--- src/rtl/stage_writeback_pkg.sv ---
// Shared definitions for the memory/writeback stage: write-back select
// encodings, load/store funct3 codes, FSM state codes and the alignment
// helper used when MISALIGN_CHECK_EN is defined.
package stage_writeback_pkg;

    localparam int XLEN_DEF = 32;

    // Write-back source select (2'b11 is reserved and behaves as ALU)
    localparam logic [1:0] WB_SEL_ALU = 2'b00;
    localparam logic [1:0] WB_SEL_MEM = 2'b01;
    localparam logic [1:0] WB_SEL_PC4 = 2'b10;

    // Load funct3 codes
    localparam logic [2:0] F3_LB  = 3'b000;
    localparam logic [2:0] F3_LH  = 3'b001;
    localparam logic [2:0] F3_LW  = 3'b010;
    localparam logic [2:0] F3_LBU = 3'b100;
    localparam logic [2:0] F3_LHU = 3'b101;

    // Store funct3 codes
    localparam logic [2:0] F3_SB  = 3'b000;
    localparam logic [2:0] F3_SH  = 3'b001;
    localparam logic [2:0] F3_SW  = 3'b010;

    // Memory transaction FSM states
    typedef enum logic [1:0] {
        ST_IDLE = 2'b00,
        ST_REQ  = 2'b01,
        ST_WAIT = 2'b10
    } wb_state_e;

    // Half accesses need addr[0]=0, word accesses need addr[1:0]=0.
    function automatic logic is_misaligned(input logic [2:0] funct3,
                                           input logic [1:0] addr_lo);
        logic mis;
        case (funct3[1:0])
            2'b01:   mis = addr_lo[0];
            2'b10:   mis = (addr_lo != 2'b00);
            default: mis = 1'b0;
        endcase
        return mis;
    endfunction

endpackage

--- src/rtl/stage_writeback_mem_lane_align.sv ---
// Byte-lane alignment for the data-memory port. Purely combinational:
// builds store byte enables and lane-replicated store data, and extracts
// and sign/zero-extends load data from the returned word.
module mem_lane_align
    import stage_writeback_pkg::*;
#(
    parameter int XLEN = XLEN_DEF
) (
    input  logic [2:0]      funct3,
    input  logic [1:0]      addr_lo,
    input  logic [XLEN-1:0] store_data,
    input  logic [XLEN-1:0] load_word,
    output logic [3:0]      wstrb,
    output logic [XLEN-1:0] wdata,
    output logic [XLEN-1:0] load_result
);

    logic [7:0]  load_byte_s;
    logic [15:0] load_half_s;

    // Store lane steering: replicate the datum across lanes, enable the addressed ones
    always_comb begin
        wstrb = 4'b0000;
        wdata = {XLEN{1'b0}};
        case (funct3)
            F3_SB: begin
                wstrb = 4'b0001 << addr_lo;
                wdata = {(XLEN/8){store_data[7:0]}};
            end
            F3_SH: begin
                if (addr_lo[1]) begin
                    wstrb = 4'b1100;
                end else begin
                    wstrb = 4'b0011;
                end
                wdata = {(XLEN/16){store_data[15:0]}};
            end
            F3_SW: begin
                wstrb = 4'b1111;
                wdata = store_data;
            end
            default: begin
                wstrb = 4'b1111;
                wdata = store_data;
            end
        endcase
    end

    // Pick the addressed byte and halfword out of the returned word
    always_comb begin
        load_byte_s = 8'h00;
        load_half_s = 16'h0000;
        case (addr_lo)
            2'b00:   load_byte_s = load_word[7:0];
            2'b01:   load_byte_s = load_word[15:8];
            2'b10:   load_byte_s = load_word[23:16];
            2'b11:   load_byte_s = load_word[31:24];
            default: load_byte_s = load_word[7:0];
        endcase
        if (addr_lo[1]) begin
            load_half_s = load_word[31:16];
        end else begin
            load_half_s = load_word[15:0];
        end
    end

    // Sign- or zero-extend the selected load datum
    always_comb begin
        load_result = load_word;
        case (funct3)
            F3_LB:   load_result = {{(XLEN-8){load_byte_s[7]}}, load_byte_s};
            F3_LBU:  load_result = {{(XLEN-8){1'b0}}, load_byte_s};
            F3_LH:   load_result = {{(XLEN-16){load_half_s[15]}}, load_half_s};
            F3_LHU:  load_result = {{(XLEN-16){1'b0}}, load_half_s};
            F3_LW:   load_result = load_word;
            default: load_result = load_word;
        endcase
    end

endmodule

--- src/rtl/stage_writeback.sv ---
// Memory/writeback stage of the 3-stage RISC-V pipeline.
// Latches execute results into the W register, runs loads/stores over a
// valid/ready data-memory port, formats load data and drives the register
// file write port and forwarding value. stallW freezes upstream stages while
// a memory transaction is outstanding.
// Optional feature macro: MISALIGN_CHECK_EN (misaligned half/word accesses
// are suppressed and flagged on misalignW; otherwise misalignW is tied low).
module stage_writeback
    import stage_writeback_pkg::*;
#(
    parameter int XLEN   = XLEN_DEF,
    parameter int ADDR_W = 32
) (
    input  logic              clk,
    input  logic              rst,
    input  logic              validM,
    input  logic [XLEN-1:0]   alu_outM,
    input  logic [XLEN-1:0]   rs2_dataM,
    input  logic [XLEN-1:0]   pc_plus4M,
    input  logic [4:0]        rdM,
    input  logic              reg_writeM,
    input  logic [1:0]        wb_selM,
    input  logic              mem_accessM,
    input  logic              is_storeM,
    input  logic [2:0]        funct3M,
    output logic              stallW,
    output logic              reg_writeW,
    output logic [4:0]        rdW,
    output logic [XLEN-1:0]   wb_resultW,
    output logic              dmem_req_valid,
    input  logic              dmem_req_ready,
    output logic              dmem_we,
    output logic [ADDR_W-1:0] dmem_addr,
    output logic [XLEN-1:0]   dmem_wdata,
    output logic [3:0]        dmem_wstrb,
    input  logic              dmem_resp_valid,
    input  logic [XLEN-1:0]   dmem_rdata,
    output logic              misalignW
);

    wb_state_e         state_r;
    wb_state_e         state_next_s;

    logic              valid_w_r;
    logic [XLEN-1:0]   addr_w_r;
    logic [XLEN-1:0]   sdata_w_r;
    logic [XLEN-1:0]   pc4_w_r;
    logic [4:0]        rd_w_r;
    logic              reg_write_w_r;
    logic [1:0]        wb_sel_w_r;
    logic              mem_access_w_r;
    logic              is_store_w_r;
    logic [2:0]        funct3_w_r;
    logic              misalign_w_r;

    logic              stall_s;
    logic              misalign_m_s;
    logic              start_mem_s;
    logic              write_en_s;
    logic              in_req_s;
    logic [XLEN-1:0]   result_s;
    logic [3:0]        lane_wstrb_s;
    logic [XLEN-1:0]   lane_wdata_s;
    logic [XLEN-1:0]   load_result_s;

`ifdef MISALIGN_CHECK_EN
    assign misalign_m_s = validM & mem_accessM & is_misaligned(funct3M, alu_outM[1:0]);
`else
    assign misalign_m_s = 1'b0;
`endif

    // A captured memory op only starts a transaction if it is aligned
    assign start_mem_s = validM & mem_accessM & ~misalign_m_s;
    assign in_req_s    = (state_r == ST_REQ);

    // Hold upstream while a request is pending or a load response is awaited
    always_comb begin
        stall_s = 1'b0;
        case (state_r)
            ST_REQ:  stall_s = 1'b1;
            ST_WAIT: stall_s = ~dmem_resp_valid;
            default: stall_s = 1'b0;
        endcase
    end

    assign stallW = stall_s;

    // Next-state logic; whenever the stage is not stalled a new op is captured
    always_comb begin
        state_next_s = state_r;
        case (state_r)
            ST_IDLE: begin
                if (start_mem_s) begin
                    state_next_s = ST_REQ;
                end else begin
                    state_next_s = ST_IDLE;
                end
            end
            ST_REQ: begin
                if (dmem_req_ready) begin
                    if (is_store_w_r) begin
                        state_next_s = ST_IDLE;
                    end else begin
                        state_next_s = ST_WAIT;
                    end
                end else begin
                    state_next_s = ST_REQ;
                end
            end
            ST_WAIT: begin
                if (dmem_resp_valid) begin
                    if (start_mem_s) begin
                        state_next_s = ST_REQ;
                    end else begin
                        state_next_s = ST_IDLE;
                    end
                end else begin
                    state_next_s = ST_WAIT;
                end
            end
            default: state_next_s = ST_IDLE;
        endcase
    end

    // FSM state register; reset abandons any transaction in flight
    always_ff @(posedge clk) begin
        if (rst) begin
            state_r <= ST_IDLE;
        end else begin
            state_r <= state_next_s;
        end
    end

    // W pipeline register: capture M inputs unless stalled
    always_ff @(posedge clk) begin
        if (rst) begin
            valid_w_r      <= 1'b0;
            addr_w_r       <= {XLEN{1'b0}};
            sdata_w_r      <= {XLEN{1'b0}};
            pc4_w_r        <= {XLEN{1'b0}};
            rd_w_r         <= 5'd0;
            reg_write_w_r  <= 1'b0;
            wb_sel_w_r     <= 2'b00;
            mem_access_w_r <= 1'b0;
            is_store_w_r   <= 1'b0;
            funct3_w_r     <= 3'b000;
            misalign_w_r   <= 1'b0;
        end else if (!stall_s) begin
            valid_w_r      <= validM;
            addr_w_r       <= alu_outM;
            sdata_w_r      <= rs2_dataM;
            pc4_w_r        <= pc_plus4M;
            rd_w_r         <= rdM;
            reg_write_w_r  <= reg_writeM;
            wb_sel_w_r     <= wb_selM;
            mem_access_w_r <= mem_accessM;
            is_store_w_r   <= is_storeM;
            funct3_w_r     <= funct3M;
            misalign_w_r   <= misalign_m_s;
        end
    end

    mem_lane_align #(
        .XLEN(XLEN)
    ) u_lane_align (
        .funct3      (funct3_w_r),
        .addr_lo     (addr_w_r[1:0]),
        .store_data  (sdata_w_r),
        .load_word   (dmem_rdata),
        .wstrb       (lane_wstrb_s),
        .wdata       (lane_wdata_s),
        .load_result (load_result_s)
    );

    // Register-file write enable: ALU/link ops write the cycle after capture,
    // loads write on their response, stores and completed mem ops never write
    always_comb begin
        write_en_s = 1'b0;
        if (valid_w_r && reg_write_w_r && (rd_w_r != 5'd0)) begin
            if (!mem_access_w_r) begin
                write_en_s = (state_r == ST_IDLE);
            end else if (!is_store_w_r) begin
                write_en_s = (state_r == ST_WAIT) && dmem_resp_valid;
            end else begin
                write_en_s = 1'b0;
            end
        end else begin
            write_en_s = 1'b0;
        end
    end

    // Write-back source select; reserved encoding falls back to the ALU value
    always_comb begin
        result_s = addr_w_r;
        case (wb_sel_w_r)
            WB_SEL_MEM: result_s = load_result_s;
            WB_SEL_PC4: result_s = pc4_w_r;
            WB_SEL_ALU: result_s = addr_w_r;
            default:    result_s = addr_w_r;
        endcase
    end

    // Write port outputs are forced to zero whenever no write happens
    always_comb begin
        reg_writeW = write_en_s;
        if (write_en_s) begin
            rdW        = rd_w_r;
            wb_resultW = result_s;
        end else begin
            rdW        = 5'd0;
            wb_resultW = {XLEN{1'b0}};
        end
    end

    // Request fields come straight from the held W register, so they stay
    // stable until accepted; outside REQ they read as zero
    always_comb begin
        dmem_req_valid = in_req_s;
        dmem_we        = in_req_s & is_store_w_r;
        if (in_req_s) begin
            dmem_addr = {addr_w_r[ADDR_W-1:2], 2'b00};
        end else begin
            dmem_addr = {ADDR_W{1'b0}};
        end
        if (in_req_s && is_store_w_r) begin
            dmem_wdata = lane_wdata_s;
            dmem_wstrb = lane_wstrb_s;
        end else begin
            dmem_wdata = {XLEN{1'b0}};
            dmem_wstrb = 4'b0000;
        end
    end

`ifdef MISALIGN_CHECK_EN
    assign misalignW = misalign_w_r & valid_w_r;
`else
    assign misalignW = 1'b0;
`endif

endmodule

--- config.mk ---
export PLATFORM = sky130hd
export DESIGN_NAME = stage_writeback
export DESIGN_NICKNAME = d
export VERILOG_FILES = /design/src/rtl/stage_writeback_pkg.sv /design/src/rtl/stage_writeback_mem_lane_align.sv /design/src/rtl/stage_writeback.sv
export SDC_FILE = /design/constraint.sdc
export NUM_CORES = 1
export LEC_CHECK = 0
export CAP_MARGIN = 5
export CORE_ASPECT_RATIO = 1.75
export CORE_MARGIN = 2
export CORE_UTILIZATION = 44
export DETAILED_ROUTE_END_ITERATION = 8
export GPL_TIMING_DRIVEN = 0
export PLACE_DENSITY = 0.88
export REMOVE_ABC_BUFFERS = 1
export SETUP_SLACK_MARGIN = 0.1
export SLEW_MARGIN = 20
export SYNTH_ARGS = -nofsm -noshare
export SYNTH_HDL_FRONTEND = slang
export SYNTH_SLANG_ARGS = --single-unit
--- constraint.sdc ---
create_clock -name clk -period 2.3 [get_ports clk]
set_input_delay 0.46 -clock clk [delete_from_list [all_inputs] [get_ports clk]]
set_output_delay 0.46 -clock clk [all_outputs]
set_load 0.01 [all_outputs]
After elaboration in Yosys (flattened, before gate mapping)
Cells that the tools add are included.

word-level totals
  flip-flop bits (word level) = 112
  input bits = 146
  output and inout port bits = 110
  logic and storage cells = 54

operators by class
  equality and inequality tests = 10
  shift operators = 1
  mux-type cells = 21
  bitwise operators = 3
  reductions and logical operators = 8

operators by type and width
  kind                   number
  $pmux W32 S2           2
  $pmux W32 S4           1
  $mux W32               3
  $pmux W8 S4            1
  $mux W16               1
  $eq A2 B2 Y1 const B   4
  $mux W4                2
  $pmux W4 S2            1
  $eq A2 B1 Y1 const B   3
  $eq A3 B3 Y1 const B   2
  $mux W2                3
  $pmux W2 S3            1
  $mux W5                1
  $reduce_bool A5 Y1     1
  $logic_and A1 B1 Y1    4
  $logic_not A2 Y1       2
  $mux W1                4
  $shl A1 B2 Y4 const A  1
  $eq A3 B1 Y1 const B   1
  $logic_not A3 Y1       1
  $and A1 B1 Y1          2
  $pmux W1 S2            1
  $not A1 Y1             1

Depth between registers and ports, before layout
  word-level depth = 6
  depth in mapped cells = 9

Hierarchy
A second synthesis with hierarchy kept.

unflattened totals
  cells, all modules = 883
  area total of the unflattened synthesis = 7607.3 sq um

by module, submodules not included
  module           times used  cells each  area an instance (sq um)  seq. area each (sq um)
  stage_writeback  1           706         6439.9                    2242.2
  mem_lane_align   1           177         1167.4                    0.0

Least setup slack after synthesis
Ideal clock, no wire load.

  kind = reg2out
  start point = register wb_sel_w_r[0]
  end point = output port wb_resultW[1]
  arrival time = 1.771 ns
  required time = 1.840 ns
  path slack = 0.069 ns
  cell stages (with the launch flop) = 9
  path buffers = 3
  cells stage by stage = dfxtp_1 > inv_1 > ha_1 > clkbuf_1 > inv_1 > clkbuf_1 > clkbuf_1 > nor2_1 > a211oi_1

between the ends
  word-level cells in the longest chain between the ends = 3

ends and longest elaborated chain
  item                                          line                    RTL
  start: declaration                            stage_writeback.sv:50   logic [1:0] wb_sel_w_r;
  start signal: assignment                      stage_writeback.sv:155  wb_sel_w_r <= wb_selM;
  $eq A2 B2 Y1 or $eq A2 B1 Y1 (tied branches)  stage_writeback.sv:195  case (wb_sel_w_r)
  $pmux W32 S2 *                                stage_writeback.sv:195
  $mux W32 *                                    stage_writeback.sv:206  if (write_en_s) begin
  end: declaration                              stage_writeback.sv:29   output logic [XLEN-1:0] wb_resultW,

Mark *: on every way between the ends. The rest lies on a longest branch, timed or not.

Final worst setup path
  start point = register state_r[0]
  end point = output port wb_resultW[14]

between the ends
  word-level cells in the longest chain between the ends = 6

ends and longest elaborated chain
  item                      line                    RTL
  start: declaration        stage_writeback.sv:41   wb_state_e state_r;
  start signal: assignment  stage_writeback.sv:130  state_r <= state_next_s;
  $eq A2 B2 Y1              stage_writeback.sv:183  write_en_s = (state_r == ST_WAIT) && dmem_resp_valid;
  $logic_and A1 B1 Y1       stage_writeback.sv:183
  $mux W1                   stage_writeback.sv:182  end else if (!is_store_w_r) begin
  $mux W1 *                 stage_writeback.sv:180  if (!mem_access_w_r) begin
  $mux W1 *                 stage_writeback.sv:179  if (valid_w_r && reg_write_w_r && (rd_w_r != 5'd0)) begin
  $mux W32 *                stage_writeback.sv:206

Marked as above.

==> impl_results.md <==
- Run status: finished with violations
- Failing checks: setup timing
- Max-slew violations: 0
- Final critical-path share of the clock period: 1.18
- Final layout net count: approximately 1300
- Largest net degree at the start of global routing: 79
- Row count: 57
- Die Wd: roughly 94 µm
- DRC violation total after the first TritonRoute iteration: approximately 700
- Number of distinct standard cells referenced by the synthesized netlist: 53
- Adder-cell share of the synthesized area: 0.0120
- Final estimated routing congestion in global placement: roughly 0.86
- Final setup margin: -410 ps
- Detailed-route DRC error count: 0
- Master of the slowest instance on the critical path: sky130_fd_sc_hd__or3_4
- RSZ-0062 raised after global routing: yes
- Most area-hungry cell type in the Yosys netlist: sky130_fd_sc_hd__dfxtp_1
- Core region area: approximately 0.014 mm²
- Total of flip-flops plus latches after synthesis: ~110
- Vias in the first global route: about 7900
- Shortest clock period the worst path allows after layout: between 2000 and 3000 ps
- Achievable clock frequency: around 370 MHz
- Syn Std Cell Area: about 0.0063 mm²
- GRT Total Usage: 0.360
- Antenna violations before repair: 1
- Number of setup violations in the final report: 39
- Critical R2R Launch: state_r[1]$_SDFF_PP0_
- Clock sink count: around 110
- Final hold slack: 454 ps
- Average wire per cell in the routed design: around 22 µm
- Count of flip-flops with a built-in enable after synthesis: 0
- TritonCTS Buffers: 9
- Ratio of cells with drive above 1 in the final layout: 0.292
- Number of top-level design ports: 256
- Worst path required time: 1840 ps
- Number of fill cells: between 900 and 1000
- Clock tree skew after final layout: around 9.3 ps
- Cell count after synthesis: 877
- Longest individual stage delay on the worst path: between 400 and 500 ps
- Max VDD drop: 0.325 mV
- Setup crit start kind: flip-flop
- IO buf count: between 200 and 300
- Vias: just over 8000
- Post-Synth Simple-Gate Area: 0.243
- Post-place instance area: between 0.008 and 0.009 mm²
- Critical path capture point type: output port
- Congestion Overflow GR: 0
- First-pass GRT wire length: 42400 µm
- Category of the critical setup timing path: reg -> out
- Buffers and inverters on the worst path: 4
- Warning count from the yosys run: 0
- Destination of the worst register-to-register timing path: sdata_w_r[27]$_SDFFE_PP0N_
- Transition at the pin with the smallest max-transition slack: around 500 ps
- Antenna Nets Post-Route: 0
- Dominant combinational cell family by area after synthesis: compound AO/OA/AOI/OAI gates
- Terminating pin of the worst hold path: sdata_w_r[24]$_SDFFE_PP0N_
- Longest Clk Path Bufs: 2
- CP delay by family, top: simple AND/OR/NAND/NOR gates
- Vias per Instance: 6.04
- Depth of the worst register-to-register path: 13
- Later-pin clock latency in the skew report: approximately 360 ps
- Largest cells by area after synthesis: sky130_fd_sc_hd__dfxtp_1 36%, sky130_fd_sc_hd__nand2_1 15%, sky130_fd_sc_hd__a21oi_1 13%
- Total of max-cap violations: 0
- Maximum fanout encountered on the critical timing path: 7
- CTS hold repair buffers: 0
- Standby leakage power: roughly 4.7 nW
- CTS root buffer: sky130_fd_sc_hd__clkbuf_16
- Die height: 162 µm
- Most instantiated library cell after synthesis: sky130_fd_sc_hd__nand2_1
- Setup slack on the worst flop-to-flop path: 140 ps
- Sequence of cells on the critical path: inv_6 -> ha_4 -> nor2b_4 -> a41oi_4 -> or3_4 -> buf_12 -> buf_6 -> a221oi_2 -> buf_2
- Power density cells: a little under 500 mW/mm²
- Most frequent cells after synthesis: 256 x sky130_fd_sc_hd__nand2_1, 157 x sky130_fd_sc_hd__a21oi_1, 112 x sky130_fd_sc_hd__dfxtp_1
- HPWL after DPL: 15700 µm
- Async set or reset register ratio after synthesis: 0
- Worst hold path cell count: 2
- Total Routed Length: about 30000 µm
- Compound-cell area share of the yosys netlist: 0.279
- Area growth from synthesis to layout: 71.7%
- Mux share of post-synthesis cell area: 0.0327
- Die ar.: ~0.015 mm²
- Final std cell area, no fill: around 0.011 mm²
- Crit path arrival time: roughly 2300 ps
- Final hold violations: 0
- Worst slew margin: 0.663
- H-tree depth: 3
- Effective utilization at floorplan: 0.451
- Min-delay src: sdata_w_r[24]$_SDFFE_PP0N_
- Hold/Removal Path Class: reg -> reg
- Sequential share of the synthesized area: 0.358
- Portion of synthesized cell area occupied by the leading cell type: 0.358
- CTS clk-pin slew, worst paths: ~80 ps
- Average instance area after synthesis: approximately 7.1 µm²
- XOR/XNOR Fraction of Synth Area: 0
- 1st-pass router iterations: 5
- Clock tree from TritonCTS: done
- Dominant register cell in the synthesized netlist: sky130_fd_sc_hd__dfxtp_1
==> per-stage QoR <==
stage / utilization / total power [W] / setup TNS [ps] / instances / setup slack (ps)
finish: 0.774 / 0.00527 / -12540 / 1359 / -410
global route: 0.774 / 0.00543 / -14440 / 1358 / -465
CTS: 0.742 / 0.00510 / -12490 / 1330 / -436
detailed placement: 0.635 / 0.00314 / -80340 / 1231 / -1520
global placement: 0.620 / 0.00312 / -1458310 / 1224 / -12450
floorplan: - / 0.00261 / -657740 / 795 / -5790
==> worst max-delay path by stage <==
stage / start / endpoint / slack [ps] / depth (start not counted)
after CTS: state_r[1]$_SDFF_PP0_ / wb_resultW[14] / -440 / 9
after detailed placement: wb_sel_w_r[0]$_SDFFE_PP0N_ / wb_resultW[15] / -1520 / 6
after global placement: state_r[1]$_SDFF_PP0_ / stallW / -12450 / 5
after global routing: state_r[0]$_SDFF_PP0_ / wb_resultW[14] / -460 / 9
after floorplan: state_r[1]$_SDFF_PP0_ / addr_w_r[0]$_SDFFE_PP0N_ / -5790 / 6
final: state_r[0]$_SDFF_PP0_ / wb_resultW[14] / -410 / 9
==> layer usage <==
metal  GRT usage  part of all wire  routed length, µm  vias up
li1            -                 -                  -     3609
met5           0                 0                  0        -
met4       0.237             0.080               2420        0
met1       0.381              0.33               9940     3865
met2       0.631              0.51              15300      555
met3      0.0719             0.081               2450      182
==> timing repair <==
| item | CTS | global route |
|---|---|---|
| setup buffers | 67 | 24 |
| resized for setup | 412 | 179 |
| endpoints found under the setup margin | 206 | 146 |
| pin swaps | 16 | 21 |
| cloned | 16 | 5 |
==> layout by cell type (no fill, tap or decap), drive strengths merged, types with 4 or more instances in the layout <==
cell / count
ha: 6
o22ai: 8
mux2i: 16
clkdlybuf4s50: 143
clkdlybuf4s15: 9
nor3: 5
buf: 157
nand2b: 7
dfxtp: 112
a211oi: 14
nor2b: 4
and3: 10
o211ai: 7
dlygate4sd2: 4
a221oi: 8
clkbuf: 55
inv: 22
nor2: 27
o211a: 13
a221o: 7
o32a: 7
nand2: 258
clkinvlp: 5
o21ai: 47
a21oi: 157
and2: 35
==> layout make-up <==
type	instances	area, µm²	share of cell area
Multi-Input combinational cell	668	4170	0.387
Timing Repair Buffer	359	3620	0.337
Sequential cell	112	2270	0.211
Clock buffer	10	239	0.0222
Tap cell	177	221	0.0206
Inverter	19	106	0.00988
Clock inverter	6	75.1	0.00697
Timing Repair inverter	6	55.1	0.00511
Antenna cell	2	5.00	0.000465
==> cell families after synthesis <==
kind of cell | count (synthesis)
AO/OA/AOI/OAI | 282
adder cells (fa/ha/maj) | 6
buffers and inverters | 103
flip-flops | 112
multiplexers | 19
other | 1
AND/OR/NAND/NOR | 354
==> where the power goes <==
group	leakage, nW	internal (W)	switching [W]	total [W]
clock	0.152	0.000895	0.000810	0.00170
combinational	3.57	0.000695	0.000699	0.00139
sequential	0.938	0.00205	0.000115	0.00217
total	4.66	0.00364	0.00162	0.00527
==> tightest hold or removal path: cells and delay by family (launching register included) <==
family	cells	cell delay (ps)
AOI/OAI and AO/OA	1	50
DFF	1	310
and+or+nand+nor	1	50
==> sequential cells by signal (all words and copies together) (netlist names), 2 cells and up <==
signal      flops
rd_w_r          5
funct3_w_r      3
state_r         2
sdata_w_r      32
addr_w_r       32
pc4_w_r        32
wb_sel_w_r      2
No activity file was read; power rests on OpenSTA's default activity.
